===== config.mk =====
export PLATFORM = sky130hd
export DESIGN_NAME = eth_frame_pattern_mem_arbiter
export DESIGN_NICKNAME = d
export VERILOG_FILES = /design/src/rtl/eth_frame_arb_pkg.sv /design/src/rtl/eth_frame_rr_picker.sv /design/src/rtl/eth_frame_pattern_mem_arbiter.sv
export SDC_FILE = /design/constraint.sdc
export NUM_CORES = 1
export LEC_CHECK = 0
export BUFFER_PORTS_ARGS = -buffer_cell sky130_fd_sc_hd__buf_4
export CORE_MARGIN = 4
export CORE_UTILIZATION = 45
export CTS_BUF_LIST = sky130_fd_sc_hd__clkbuf_2
export CTS_CLUSTER_SIZE = 16
export DETAILED_ROUTE_END_ITERATION = 10
export PLACE_DENSITY = 0.82
export SLEW_MARGIN = 15
export SYNTH_ARGS = -nofsm -noshare
export SYNTH_HDL_FRONTEND = slang
export SYNTH_SLANG_ARGS = --single-unit
export TNS_END_PERCENT = 50

===== constraint.sdc =====
create_clock -name clk -period 1.6 [get_ports clk]
set_input_delay 0.16 -clock clk [delete_from_list [all_inputs] [get_ports clk]]
set_output_delay 0.16 -clock clk [all_outputs]
set_load 0.1 [all_outputs]

===== src/rtl/eth_frame_arb_pkg.sv =====
// rtl/eth_frame_arb_pkg.sv - shared types and helpers for the pattern-memory arbiter
//
// Contents:
//   arb_state_t   : arbiter FSM states (IDLE, ACCESS, DONE)
//   grant_width() : width of a requester index for a given requester count
//   TIMEOUT_CNT_MIN_W : minimum width of the optional access timeout counter

package eth_frame_arb_pkg;

    typedef enum logic [1:0] {
        IDLE   = 2'd0,
        ACCESS = 2'd1,
        DONE   = 2'd2
    } arb_state_t;

    localparam int TIMEOUT_CNT_MIN_W = 8;

    // Index width for n requesters; never narrower than one bit.
    function automatic int grant_width(input int n);
        return (n > 1) ? $clog2(n) : 1;
    endfunction

endpackage


===== src/rtl/eth_frame_rr_picker.sv =====
// rtl/eth_frame_rr_picker.sv - combinational round-robin winner selection
//
// Ports:
//   req    : one request bit per requester
//   last   : index of the previously granted requester
//   winner : first requester with req set, searching from last+1 modulo C_NUM_REQ
//   any    : at least one request bit is set (winner is only meaningful when high)

module eth_frame_rr_picker
    import eth_frame_arb_pkg::*;
#(
    parameter int C_NUM_REQ = 2,
    localparam int GW = grant_width(C_NUM_REQ)
) (
    input  logic [C_NUM_REQ-1:0] req,
    input  logic [GW-1:0]        last,
    output logic [GW-1:0]        winner,
    output logic                 any
);

    // Offset 1 is checked first and offset C_NUM_REQ (= last itself) last, so
    // the previous winner only wins again when nobody else is asking.
    always_comb begin
        winner = '0;
        any    = 1'b0;
        for (int i = 1; i <= C_NUM_REQ; i++) begin
            logic [GW-1:0] idx;
            idx = GW'((int'(last) + i) % C_NUM_REQ);
            if (!any && req[idx]) begin
                any    = 1'b1;
                winner = idx;
            end
        end
    end

endmodule


===== src/rtl/eth_frame_pattern_mem_arbiter.sv =====
// rtl/eth_frame_pattern_mem_arbiter.sv - round-robin sharing of one pattern-memory port
//
// Optional feature macro: ETH_FRAME_ARB_TIMEOUT_EN (abort an access that sees no
// mem_ack within C_TIMEOUT cycles; req_err pulses with req_ack on abort).
//
// Ports:
//   clk, rst    : clock, synchronous active-high reset
//   req_valid   : per-requester request, held until req_ack
//   req_we      : per-requester write enable
//   req_addr    : packed word addresses, requester i at [i*AW +: AW]
//   req_wdata   : packed write data, requester i at [i*DW +: DW]
//   req_ack     : one-cycle completion pulse to the granted requester
//   req_err     : one-cycle abort pulse, coincident with req_ack
//   req_rdata   : read data captured at completion, held until the next one
//   mem_req     : memory request level, high for the whole access
//   mem_we, mem_addr, mem_wdata : access attributes, stable while mem_req is high
//   mem_ack     : one-cycle completion from memory
//   mem_rdata   : memory read data, valid with mem_ack
//   grant_id    : index of the current or most recent granted requester
//   busy        : high whenever the arbiter is not idle

module eth_frame_pattern_mem_arbiter
    import eth_frame_arb_pkg::*;
#(
    parameter int C_NUM_REQ    = 2,
    parameter int C_DATA_WIDTH = 32,
    parameter int C_ADDR_WIDTH = 11,
    parameter int C_TIMEOUT    = 255
) (
    input  logic                              clk,
    input  logic                              rst,
    input  logic [C_NUM_REQ-1:0]              req_valid,
    input  logic [C_NUM_REQ-1:0]              req_we,
    input  logic [C_NUM_REQ*C_ADDR_WIDTH-1:0] req_addr,
    input  logic [C_NUM_REQ*C_DATA_WIDTH-1:0] req_wdata,
    output logic [C_NUM_REQ-1:0]              req_ack,
    output logic [C_NUM_REQ-1:0]              req_err,
    output logic [C_DATA_WIDTH-1:0]           req_rdata,
    output logic                              mem_req,
    output logic                              mem_we,
    output logic [C_ADDR_WIDTH-1:0]           mem_addr,
    output logic [C_DATA_WIDTH-1:0]           mem_wdata,
    input  logic                              mem_ack,
    input  logic [C_DATA_WIDTH-1:0]           mem_rdata,
    output logic [grant_width(C_NUM_REQ)-1:0] grant_id,
    output logic                              busy
);

    localparam int GW = grant_width(C_NUM_REQ);

    if (C_NUM_REQ < 2 || C_NUM_REQ > 8 || C_TIMEOUT < 1) begin : g_param_check
        $error("eth_frame_pattern_mem_arbiter: C_NUM_REQ must be 2..8 and C_TIMEOUT >= 1");
    end

    arb_state_t    state;
    logic [GW-1:0] last;
    logic [GW-1:0] winner;
    logic          any;

    eth_frame_rr_picker #(
        .C_NUM_REQ (C_NUM_REQ)
    ) u_picker (
        .req    (req_valid),
        .last   (last),
        .winner (winner),
        .any    (any)
    );

    assign busy = (state != IDLE);

`ifdef ETH_FRAME_ARB_TIMEOUT_EN
    localparam int TW = ($clog2(C_TIMEOUT + 1) > TIMEOUT_CNT_MIN_W) ?
                        $clog2(C_TIMEOUT + 1) : TIMEOUT_CNT_MIN_W;
    // Counts ACCESS cycles already spent; the abort fires in the C_TIMEOUT-th one.
    logic [TW-1:0] timeout_cnt;
`else
    assign req_err = '0;
`endif

    always_ff @(posedge clk) begin
        if (rst) begin
            state     <= IDLE;
            last      <= GW'(C_NUM_REQ - 1);
            grant_id  <= '0;
            mem_req   <= 1'b0;
            mem_we    <= 1'b0;
            mem_addr  <= '0;
            mem_wdata <= '0;
            req_ack   <= '0;
            req_rdata <= '0;
`ifdef ETH_FRAME_ARB_TIMEOUT_EN
            req_err     <= '0;
            timeout_cnt <= '0;
`endif
        end else begin
            req_ack <= '0;
`ifdef ETH_FRAME_ARB_TIMEOUT_EN
            req_err <= '0;
`endif
            unique case (state)
                IDLE: begin
                    // A stray mem_ack here has no transaction to complete and is dropped.
                    if (any) begin
                        mem_we    <= req_we[winner];
                        mem_addr  <= req_addr[int'(winner)*C_ADDR_WIDTH +: C_ADDR_WIDTH];
                        mem_wdata <= req_wdata[int'(winner)*C_DATA_WIDTH +: C_DATA_WIDTH];
                        mem_req   <= 1'b1;
                        grant_id  <= winner;
                        last      <= winner;
                        state     <= ACCESS;
`ifdef ETH_FRAME_ARB_TIMEOUT_EN
                        timeout_cnt <= '0;
`endif
                    end
                end
                ACCESS: begin
                    // The ack is delivered even if the requester has since dropped req_valid.
                    if (mem_ack) begin
                        mem_req           <= 1'b0;
                        req_rdata         <= mem_rdata;
                        req_ack[grant_id] <= 1'b1;
                        state             <= DONE;
                    end
`ifdef ETH_FRAME_ARB_TIMEOUT_EN
                    else if (timeout_cnt == TW'(C_TIMEOUT - 1)) begin
                        mem_req           <= 1'b0;
                        req_rdata         <= '0;
                        req_ack[grant_id] <= 1'b1;
                        req_err[grant_id] <= 1'b1;
                        state             <= DONE;
                    end else begin
                        timeout_cnt <= timeout_cnt + 1'b1;
                    end
`endif
                end
                DONE: begin
                    // Idle gap: mem_req stays low and the requester can drop req_valid.
                    state <= IDLE;
                end
                default: begin
                    state <= IDLE;
                end
            endcase
        end
    end

endmodule


Yosys cells after proc, flatten, opt, wreduce, memory -nomap -nowiden --
Cells that the tools add are included. Widths: inputs -> output; s select.
Word-level totals: word-level logic and storage cells 53, output and inout port bits 83, flip-flop bits (word level) 83, input bits 125
Cells by class: bitwise operators 2, equal/unequal tests 3, reduce and logical (&&, ||, !) cells 11, add/subtract/negate cells 2, $mul 1, magnitude comparators 5, shift-type cells 2, mux-type cells 18
Operator list (count):
- $shiftx 64x7->32 | 1
- $shiftx 22x6->11 | 1
- $mux 1 | 13
- $lt 1x2->1 const B | 4
- $reduce_and 2->1 | 3
- $mul 1x4->5 const B | 1
- $mux 2 | 2
- $ne 2x2->1 const B | 2
- $pmux 2 s2 | 1
- $reduce_bool 2->1 | 2
- $reduce_and 3->1 | 1
- $reduce_or 3->1 | 1
- $add 1x1->1 const B | 2
- $eq 2x1->1 const B | 1
- $logic_and 1x1->1 | 2
- $logic_not 2->1 | 1
- $not 1->1 | 2
- $pmux 1 s2 | 1
- $demux 1 s1 | 1
- $ge 1x1->1 const B | 1
- $logic_not 1->1 | 1

Logic depth before layout (Yosys ltp) --
Gate-level depths: netlist (run 1).
word-level depth 9, gate-level depth with buffers 5, gate-level depth less buffers 4

Cells and area by module --
From an unflattened synthesis (run 1), not the netlist that was laid out.
Unflattened totals: cell total of the unflattened synthesis 317, area total of the unflattened synthesis 3414.5 µm²
Modules (own cells, without submodules):
- eth_frame_pattern_mem_arbiter | instances 1, area each 3400.8 µm², cells an instance 315, sequential area each 1661.6 µm²
- eth_frame_rr_picker | instances 1, area each 13.8 µm², cells an instance 2, sequential area each 0.0 µm²

Least setup slack after synthesis (run 1) --
OpenSTA, ideal clock, no wires.
path kind reg-to-reg, start point register state[1], end point register mem_wdata[2], data arrival time 1.526 ns, library setup time 0.145 ns, path slack -0.072 ns, stages on the path, launching flop included 6, clock period less this slack 1.672 ns, buffers on the path 1, required time 1.455 ns, path through dfxtp_1 nor2_1 inv_1 nor2_4 buf_2 a311oi_2
Between the ends: cells in the longest elaborated chain, start to end 2
Ends and longest elaborated chain:
- start: declaration | line eth_frame_pattern_mem_arbiter.sv:55 | arb_state_t state;
- start signal: assignment | line eth_frame_pattern_mem_arbiter.sv:82 | state <= IDLE;
- start signal: assignment | line eth_frame_pattern_mem_arbiter.sv:110 | state <= ACCESS;
- start signal: assignment | line eth_frame_pattern_mem_arbiter.sv:122 | state <= DONE;
- $logic_not 2->1 | line eth_frame_pattern_mem_arbiter.sv:100 | unique case (state)
- $reduce_and 2->1 (no source line)
- end signal: assignment | line eth_frame_pattern_mem_arbiter.sv:106 | mem_wdata <= req_wdata[int'(winner)*C_DATA_WIDTH +: C_DATA_WIDTH];
- end: declaration | line eth_frame_pattern_mem_arbiter.sv:42 | output logic [C_DATA_WIDTH-1:0] mem_wdata,
Every way passes these cells. A chain may end at the register's enable or synchronous reset.

Worst setup path after layout (run 1) --
start point register state[1], end point register mem_wdata[16]
Same word-level chain as after synthesis.

==> impl_metrics.csv, run 1 <==
group,metric,value,unit
logic_synthesis,synth_edf_count,0,
drt,drtAntennaViolNets,0,
timing,max_freq,634,MHz
logic_synthesis,yosysMostFrequentCell,"nand2_1",
die,start_util,46.1,%
pwr,irDropWorstVdd,0.000645,V
global_routing,grt_max_degree,47,
pwr,comb_power_share,42.8,%
critical_path,crit_required,2000,ps
pwr,p_per_area,1030,nW/um2
global_routing,grt_pass1_vias,5033,
logic_synthesis,ys_seq_area_share,46.6,%
timing,fin_crit_sh,98.6,%
logic_synthesis,netlist_area,3560,um2
critical_path,start_kind,"flop",
logic_synthesis,syn_inst,419,
clock_tree,clkLatencyLatePin,520,ps
critical_path,slowest_delay,430,ps
logic_synthesis,yosysTopAreaCell,"dfxtp_1",
logic_synthesis,yosys.area_share.adder,0,%
critical_path,path_buf_inv,1,
drt,viasPerCell,5.56,
placement,globalplace.congestion,0.824,
logic_synthesis,syn_area_per_cell,8.50,um2
placement,place_hpwl,8040,um
pwr,swShare,42.9,%
placement,io_buffers,205,
global_routing,antenna_found_initial,0,
die,die_x,97.0,um
worst_hold_path,hold_path_class,"in -> reg",
global_routing,grt_first_pass_wirelength,25100,um
clock_tree,cts_buffer_depth,2,
timing,period_needed,1580,ps
clock_tree,htree_levels,3,
placement,pre_cts_slack,191,ps
timing,clock_skew,30.1,ps
layout,syn_to_final_growth,82.6,%
drt,drt-initial-drc-count,319,
drt,drt_first_pass_iters,5,
critical_path,crit_arrival,1980,ps
global_routing,track_usage,32.8,%
pwr,seqPwrFrac,35.7,%
layout,antenna_cells,0,
logic_synthesis,muxShareOfSynthArea,0,%
die,dieArea,9400,um2
logic_synthesis,synth-compound-area-share,26.3,%
drt,drc,0,
logic_synthesis,synth_common_cells,"154 x nand2_1, 83 x dfxtp_1, 79 x a21oi_1",
die,die_height,97.0,um
timing,fin_ws,21.9,ps
clock_tree,postCtsSetupRepairBufs,0,
clock_tree,cts-root-buf,"clkbuf_2",
die,core_area,7730,um2
pwr,power.total,0.00668,W
timing,hold_viol,0,
drt,wire_per_inst,18.8,um
clock_tree,cts.sinks,83,
job,max_cap_violations,0,
pwr,p_leak,2.89,nW
die,ioPinCount,208,
logic_synthesis,ys_warn_count,0,
timing,rsz0062_at_grt,"true",
clock_tree,cts_tree,"yes",
drt,via_count,4655,
critical_path,endpoint_kind,"flop",
layout,fillers,379,
logic_synthesis,synth_top_area_share,46.6,%
timing,slew_violations,0,
critical_path,cp_top_family,"compound AO/OA/AOI/OAI gates",
die,fp-row-count,32,
global_routing,overflow,0,
drt,wl,15700,um
pwr,switchingPower,0.00286,W
clock_tree,cts_made_buffers,9,
critical_path,cpMaxStageDelayCell,"buf_4",
critical_path,critPathKind,"reg -> reg",
logic_synthesis,synthXorXnorAreaFrac,0,%
logic_synthesis,synth_area_leaders,"dfxtp_1 47%, nand2_1 16%, a21oi_1 11%",
critical_path,cp_max_fo,46,
layout,drive_gt1_share,35.1,%
logic_synthesis,yosysUniqueCellTypes,26,
logic_synthesis,ys_seq_elements,83,
run_status,outcome,"completed",
timing,setup_viol,0,
logic_synthesis,async_flop_share,0,%
pwr,pwr-share-clk,21.5,%
logic_synthesis,synthSimpleGateAreaFrac,18.4,%
layout,nets,855,
clock_tree,clk_pin_slew_worst_paths,230,ps
pwr,p_int,0.00381,W
logic_synthesis,synth_top_family_by_area,"compound AO/OA/AOI/OAI gates",
critical_path,critical_path.cell_chain,"nor2_4 > buf_4 > a21oi_1 > a311oi_1",
logic_synthesis,synth-main-ff-cell,"dfxtp_1",
==> per-layer routing <==
| metal | global-route usage, % | wire (um) | vias to the layer above |
|---|---|---|---|
| met4 | 20.5 | 910 | 0 |
| met3 | 10.4 | 1700 | 85 |
| met5 | 0 | 0 | - |
| met2 | 57.5 | 7800 | 349 |
| met1 | 33.6 | 5290 | 2151 |
| li1 | - | - | 2070 |
==> power by group through the flow <==
stage	sequential [W]	clock [W]	combinational (W)
after floorplan	0.00363	0	0.000641
after global placement	0.00239	0	0.00250
after detailed placement	0.00240	0	0.00253
after CTS	0.00236	0.00145	0.00277
after global routing	0.00240	0.00153	0.00296
final	0.00239	0.00143	0.00286
==> flip-flops by register name, summed over array words and instances (netlist names) <==
name,count
last,1
mem_req,1
mem_wdata,32
grant_id,1
req_ack,2
state,2
mem_we,1
mem_addr,11
req_rdata,32
==> cells by family (layout without fill, tap and decap cells) <==
group / count (synthesis) / after routing
flops: 83 / 83
buf+inv: 42 / 357
other cells: 1 / 2
simple gates: 166 / 166
compound gates: 127 / 127
==> placed cells by master (no fill, tap or decap), types with 2 or more instances in the layout <==
master         netlist  layout
nand3b_1             2       2
dfxtp_2              0       2
nor2_1               3       2
dlygate4sd3_1        0     122
inv_6                0       2
buf_4                7     211
nand2_1            154     154
clkbuf_2             0      10
a311oi_2            19      19
conb_1               1       2
o21ai_0              2       2
bufinv_16            0       3
dfxtp_1             83      81
a311oi_1            25      25
buf_12               0       6
nor2_4               1       2
a21oi_1             79      79
==> final timing paths <==
check,cells past startpoint,end,slack [ps],start
max reg2reg,4,mem_wdata[16],20,state[1]
min reg2reg,2,req_rdata[10],470,req_rdata[10]
max,4,mem_wdata[16],20,state[1]
min,2,req_rdata[6],50,rst
==> final cells by class <==
cell class	count	area [um2]	share of cell area, %
clock buffers	10	50.0	0.769
repair buffers	340	2940	45.2
inverters	1	3.75	0.0577
clock inverters	6	111	1.71
multi-input cells	295	1610	24.7
flip-flops and latches	83	1660	25.6
well taps	102	128	1.96
==> repair_timing <==
action                                  4_1_cts  5_1_grt
endpoints found under the setup margin        1        3
gates resized for setup                       3        1
endpoints found under the hold margin        78        0
hold buffers                                122        0
==> worst register-to-register path: cells and delay by family, from the launching register on <==
kind,cells,cell delay (ps)
AOI/OAI and AO/OA,2,560
DFF,1,390
and+or+nand+nor,1,110
buffers and inverters,1,430
==> through the flow <==
stage / setup TNS [ps] / hold WS (ps) / instance area, um2 / std cells / utilization (%)
after floorplan: -1930 / 296 / 3570 / 420 / -
after global placement: 0 / 408 / 5110 / 699 / 66.2
after detailed placement: 0 / 421 / 5110 / 699 / 66.2
after CTS: 0 / 2.26 / 6500 / 837 / 84.1
after global routing: -4.67 / 27.4 / 6510 / 837 / 84.2
final: 0 / 54.2 / 6510 / 837 / 84.2
Power figures use the tool's default switching activity.
==> inputs of run 2 (changes only) <==
- ABC_AREA: unset -> 1
- CORE_UTILIZATION: 45 -> 47
- PLACE_DENSITY: 0.82 -> 0.83
==> run 2 against run 1 <==
  * Total power up 0.23%
  * Largest power group unchanged
  * Critical path depth down 1
  * First-iteration DRC count up 26%
  * Largest cell class unchanged
  * Register-to-register slack better by 190 ps
  * Worst hold slack better by 210 ps
  * Critical path type is now reg -> out
  * Highest routed layer unchanged
  * Clock power down 9%
  * Synthesized cell count up 54%
  * Critical endpoint is now busy
==> impl_metrics.csv, run 2 <==
group,metric,value,unit
drt,viasPerCell,5.15,
logic_synthesis,ys_seq_area_share,41.2,%
pwr,power.total,0.00669,W
pwr,p_per_area,958,nW/um2
layout,drive_gt1_share,25.4,%
clock_tree,postCtsSetupRepairBufs,0,
timing,rsz0062_at_grt,"false",
drt,wl,17300,um
placement,globalplace.congestion,0.856,
clock_tree,cts_made_buffers,9,
critical_path,critPathKind,"reg -> out",
logic_synthesis,yosysTopAreaCell,"dfxtp_1",
die,die_height,101,um
global_routing,grt_pass1_vias,5393,
pwr,p_leak,3.68,nW
drt,drt-initial-drc-count,403,
placement,place_hpwl,8520,um
critical_path,crit_required,1440,ps
layout,syn_to_final_growth,73.2,%
pwr,irDropWorstVdd,0.000522,V
die,ioPinCount,208,
die,start_util,48.6,%
clock_tree,htree_levels,3,
timing,fin_tns_setup,0,ps
clock_tree,cts_buffer_depth,2,
logic_synthesis,netlist_area,4030,um2
global_routing,overflow,0,
timing,period_needed,1460,ps
timing,slew_violations,0,
logic_synthesis,synth_top_area_share,41.2,%
logic_synthesis,synth_area_leaders,"dfxtp_1 41%, nand2_1 20%, nor2_1 12%",
global_routing,track_usage,32.9,%
critical_path,start_kind,"flop",
logic_synthesis,yosysMostFrequentCell,"nand2_1",
layout,layout_common_cells,"214 x nand2_1, 211 x buf_4, 134 x nor2_1",
logic_synthesis,synth_edf_count,0,
logic_synthesis,syn_area_per_cell,6.25,um2
logic_synthesis,syn_inst,645,
timing,setup_viol,0,
timing,fin_crit_sh,91.0,%
critical_path,endpoint_kind,"output pin",
clock_tree,cts.sinks,83,
layout,final_common_cell,"nand2_1",
layout,reg_top3,"mem_wdata x32, req_rdata x32, mem_addr x11",
drt,drtAntennaViolNets,0,
worst_hold_path,hold_path_class,"in -> reg",
die,dieArea,10100,um2
logic_synthesis,async_flop_share,0,%
drt,via_count,5491,
die,fp-row-count,33,
critical_path,crit_arrival,1300,ps
timing,clock_skew,22.6,ps
logic_synthesis,ys_warn_count,0,
placement,pre_cts_slack,265,ps
global_routing,grt_max_degree,90,
drt,wire_per_inst,16.3,um
die,die_x,101,um
drt,drc,0,
placement,io_buffers,205,
job,max_cap_violations,0,
layout,nets,1078,
logic_synthesis,synth_common_cells,"214 x nand2_1, 134 x nor2_1, 91 x inv_1",
logic_synthesis,ys_seq_elements,83,
clock_tree,clkLatencyLatePin,510,ps
timing,max_freq,687,MHz
drt,drt_first_pass_iters,7,
global_routing,grt_first_pass_wirelength,26400,um
clock_tree,cts-root-buf,"clkbuf_2",
die,core_area,8300,um2
timing,timing.hold.ws,262,ps
global_routing,antenna_found_initial,2,
logic_synthesis,synth-main-ff-cell,"dfxtp_1",
run_status,outcome,"completed",
layout,final_core_util,84.2,%
logic_synthesis,yosysUniqueCellTypes,23,
timing,hold_viol,0,
timing,fin_ws,144,ps
critical_path,cp_max_fo,3,
clock_tree,clk_pin_slew_worst_paths,220,ps
clock_tree,cts_tree,"yes",
-- run 2: cell count changes after synthesis, sizes merged, moves of 32 or more --
cell	before	now
nor2	4	136
a21oi	79	35
nand4	0	32
inv	1	93
nand2	154	217
a311oi	44	0
-- run 2: cells by family (layout without fill, tap and decap cells) --
family	after synthesis	after routing	share of synthesized area [%]
AOI/OAI and AO/OA	35	35	4.44
DFF	83	83	41.2
and+or+nand+nor	390	390	39.3
other	1	6	0.0930
buffers and inverters	136	448	15.0
-- run 2: routing by layer --
layer / wire length [um] / global-route usage, % / share of wire (%) / up-vias
li1: - / - / - / 2531
met1: 6220 / 36.9 / 36 / 2419
met2: 8020 / 54.8 / 46 / 446
met3: 2280 / 11.1 / 13 / 95
met4: 824 / 17.8 / 4.8 / 0
met5: 0 / 0 / 0 / -
-- run 2: area by class of cell --
cell class	count	area (um2)
multi-input cells	427	1780
inverters	94	353
repair buffers	338	2910
fillers	440	1310
flip-flops and latches	83	1660
clock buffers	9	45.0
clock inverters	7	98.8
diodes	4	10.0
well taps	105	131
-- run 2: worst max-delay path, stage by stage (launching register included) --
cell,delay [ps]
dfxtp_2,400
clkinv_1,100
nand2_4,120
buf_12,180
-- run 2: path summary, 6_finish.rpt --
check	startpoint	to	slack, ps	cells after the start
worst max-delay path	state[0]	busy	140	3
worst min-delay path	req_valid[1]	state[0]	260	6
worst max register to register	state[0]	mem_addr[5]	210	7
worst min register to register	req_rdata[27]	req_rdata[27]	480	2
-- run 2: power breakdown --
part           switching [W]  internal [W]
sequential          0.000116       0.00225
combinational        0.00213      0.000896
clock               0.000772      0.000529
-- run 2: per-stage QoR --
step,area [um2],std cells
after global placement,5590,925
after detailed placement,5590,925
final,6990,1067
after CTS,6960,1063
after floorplan,4040,646
after global routing,6980,1065
-- run 2: what timing repair did --
| item | 4_1_cts | 5_1_grt |
|---|---|---|
| hold buffers | 122 | 0 |
| gates resized for setup | 2 | 4 |
| gates cloned | 0 | 0 |
| endpoints found under the hold margin | 78 | 0 |
| setup endpoints to repair | 1 | 1 |
==> inputs of run 3 (changes only) <==
- BUFFER_PORTS_ARGS: -buffer_cell sky130_fd_sc_hd__buf_4 -> unset
- CORE_UTILIZATION: 47 -> 55
- DONT_BUFFER_PORTS: unset -> 1
- PLACE_DENSITY: 0.83 -> 0.7
- RECOVER_POWER: unset -> 100
- SKIP_CTS_REPAIR_TIMING: unset -> 1
==> run 3 against run 2 <==
  * Core utilization up 2.9 points
  * Register-to-register slack worse by 160 ps
  * Cell count down 13%
  * Clock skew up 7.7 ps
  * Flip-flop and latch count unchanged
  * Die area down 13%
  * Count of clock-buffer cells in the layout unchanged
  * Combinational power down 9.6%
  * Worst hold slack worse by 120 ps
  * Critical endpoint is now mem_addr[2]
  * Largest power group unchanged
  * Highest routed layer unchanged
==> impl_metrics.csv, run 3 (synthesis results as in run 2) <==
group,metric,value,unit
critical_path,critPathMostFrequentCell,"nor2_1",
placement,globalplace.congestion,0.759,
clock_tree,cts_buffer_depth,2,
worst_hold_path,hold_path_class,"in -> reg",
global_routing,globalRoute.busiestLayer,"met2",
layout,reg_top3,"mem_wdata x32, req_rdata x32, mem_addr x11",
critical_path,cpMaxStageDelayCell,"dfxtp_2",
timing,max_freq,643,MHz
clock_tree,cts.sinks,83,
layout,nets,957,
drt,drtAntennaViolNets,0,
drt,drc,0,
global_routing,met2_usage,39.0,%
timing,fin_tns_setup,0,ps
die,die_x,93.6,um
layout,final_cells,933,
drt,via_count,4798,
drt,viasPerCell,5.14,
placement,pre_cts_slack,378,ps
critical_path,r2r.worst_path.cells,7,
timing,period_needed,1550,ps
global_routing,grt_max_degree,70,
clock_tree,cts-root-buf,"clkbuf_2",
critical_path,cp_max_fo,18,
layout,layout_common_cells,"214 x nand2_1, 134 x nor2_1, 122 x dlygate4sd3_1",
pwr,p_per_area,1030,nW/um2
critical_path,critPathLaunch,"state[1]",
timing,hold_viol,0,
timing,slew_violations,0,
critical_path,endpoint_kind,"flop",
drt,drt_first_pass_iters,5,
die,ioPinCount,208,
global_routing,antenna_found_initial,0,
placement,post-place-cells,792,
pwr,p_leak,3.05,nW
global_routing,overflow,0,
drt,wl,14900,um
clock_tree,cts_made_buffers,9,
timing,fin_ws,45.0,ps
placement,io_buffers,0,
clock_tree,clkLatencyLatePin,500,ps
drt,wire_per_inst,15.9,um
placement,place_hpwl,7430,um
clock_tree,clk_pin_slew_worst_paths,260,ps
layout,final_common_cell,"nand2_1",
critical_path,critical_path.cell_chain,"inv_1 > nand2_2 > nor2_4 > buf_12 > nand2_1 > nor2_1 > nor2_1",
timing,fin_crit_sh,97.2,%
critical_path,start_kind,"flop",
die,fp-row-count,30,
critical_path,critPathKind,"reg -> reg",
critical_path,crit_arrival,1950,ps
global_routing,grtUsageMet3,8.13,%
clock_tree,htree_levels,3,
timing,clock_skew,30.3,ps
critical_path,crit_required,2000,ps
clock_tree,cts_tree,"yes",
job,max_cap_violations,0,
die,core_area,6940,um2
die,die_height,93.6,um
layout,antenna_cells,0,
global_routing,grt_first_pass_wirelength,15800,um
pwr,irDropWorstVdd,0.000824,V
pwr,power.total,0.00622,W
critical_path,endpoint,"mem_addr[2]",
critical_path,rr_endpoint,"mem_addr[2]",
critical_path,slowest_delay,390,ps
critical_path,rr_startpoint,"state[1]",
global_routing,track_usage,22.4,%
drt,drt-initial-drc-count,291,
timing,setup_viol,0,
run_status,outcome,"completed",
layout,syn_to_final_growth,49.9,%
layout,drive_gt1_share,14.1,%
global_routing,grt_pass1_vias,3522,
critical_path,rrSetupSlack,50,ps
global_routing,grtUsageMet1,25.5,%
die,start_util,58.1,%
die,dieArea,8770,um2
==> run 3: cell type report <==
cell class,instances,area [um2]
Clock buffer,9,45.0
Clock inverter,7,76.3
Fill cell,357,898
Inverter,94,353
Multi-Input combinational cell,427,1760
Sequential cell,83,1670
Tap cell,96,120
Timing Repair Buffer,217,2030
==> run 3: through the flow <==
| step | area (um2) | util (%) | hold slack (ps) |
|---|---|---|---|
| 5_1_grt | 6050 | 87.1 | 94.7 |
| 2_1_floorplan | 4040 | - | 328 |
| 3_5_place_dp | 4660 | 67.1 | 228 |
| 4_1_cts | 4780 | 68.9 | -370 |
| 6_report | 6050 | 87.1 | 145 |
| 3_3_place_gp | 4660 | 67.1 | 229 |
==> run 3: worst min-delay path by stage <==
stage / from / end / slack, ps / cells past startpoint
after detailed placement: rst / grant_id / 230 / 1
final: req_valid[0] / mem_wdata[24] / 140 / 5
after global routing: req_valid[0] / mem_wdata[25] / 90 / 5
after CTS: rst / req_rdata[6] / -370 / 1
after global placement: rst / grant_id / 230 / 1
after floorplan: mem_rdata[27] / req_rdata[27] / 330 / 2
==> run 3: worst max-delay path, delay by kind of cell (launching register included) <==
kind | cells | cell delay (ps)
buf+inv | 2 | 310
flops | 1 | 390
simple gates | 5 | 750
==> run 3: per-layer routing <==
layer	share of wire (%)	wire length, um	up-vias
met5	0	0	-
met2	50	7430	316
met3	10	1510	69
met4	4.7	694	0
li1	-	-	2285
met1	35	5230	2128
==> run 3: power by group <==
group          internal, W  switching (W)  leakage, nW
clock network     0.000370       0.000765       0.0641
registers          0.00225      0.0000969        0.684
logic             0.000701        0.00203         2.30
total              0.00332        0.00289         3.05
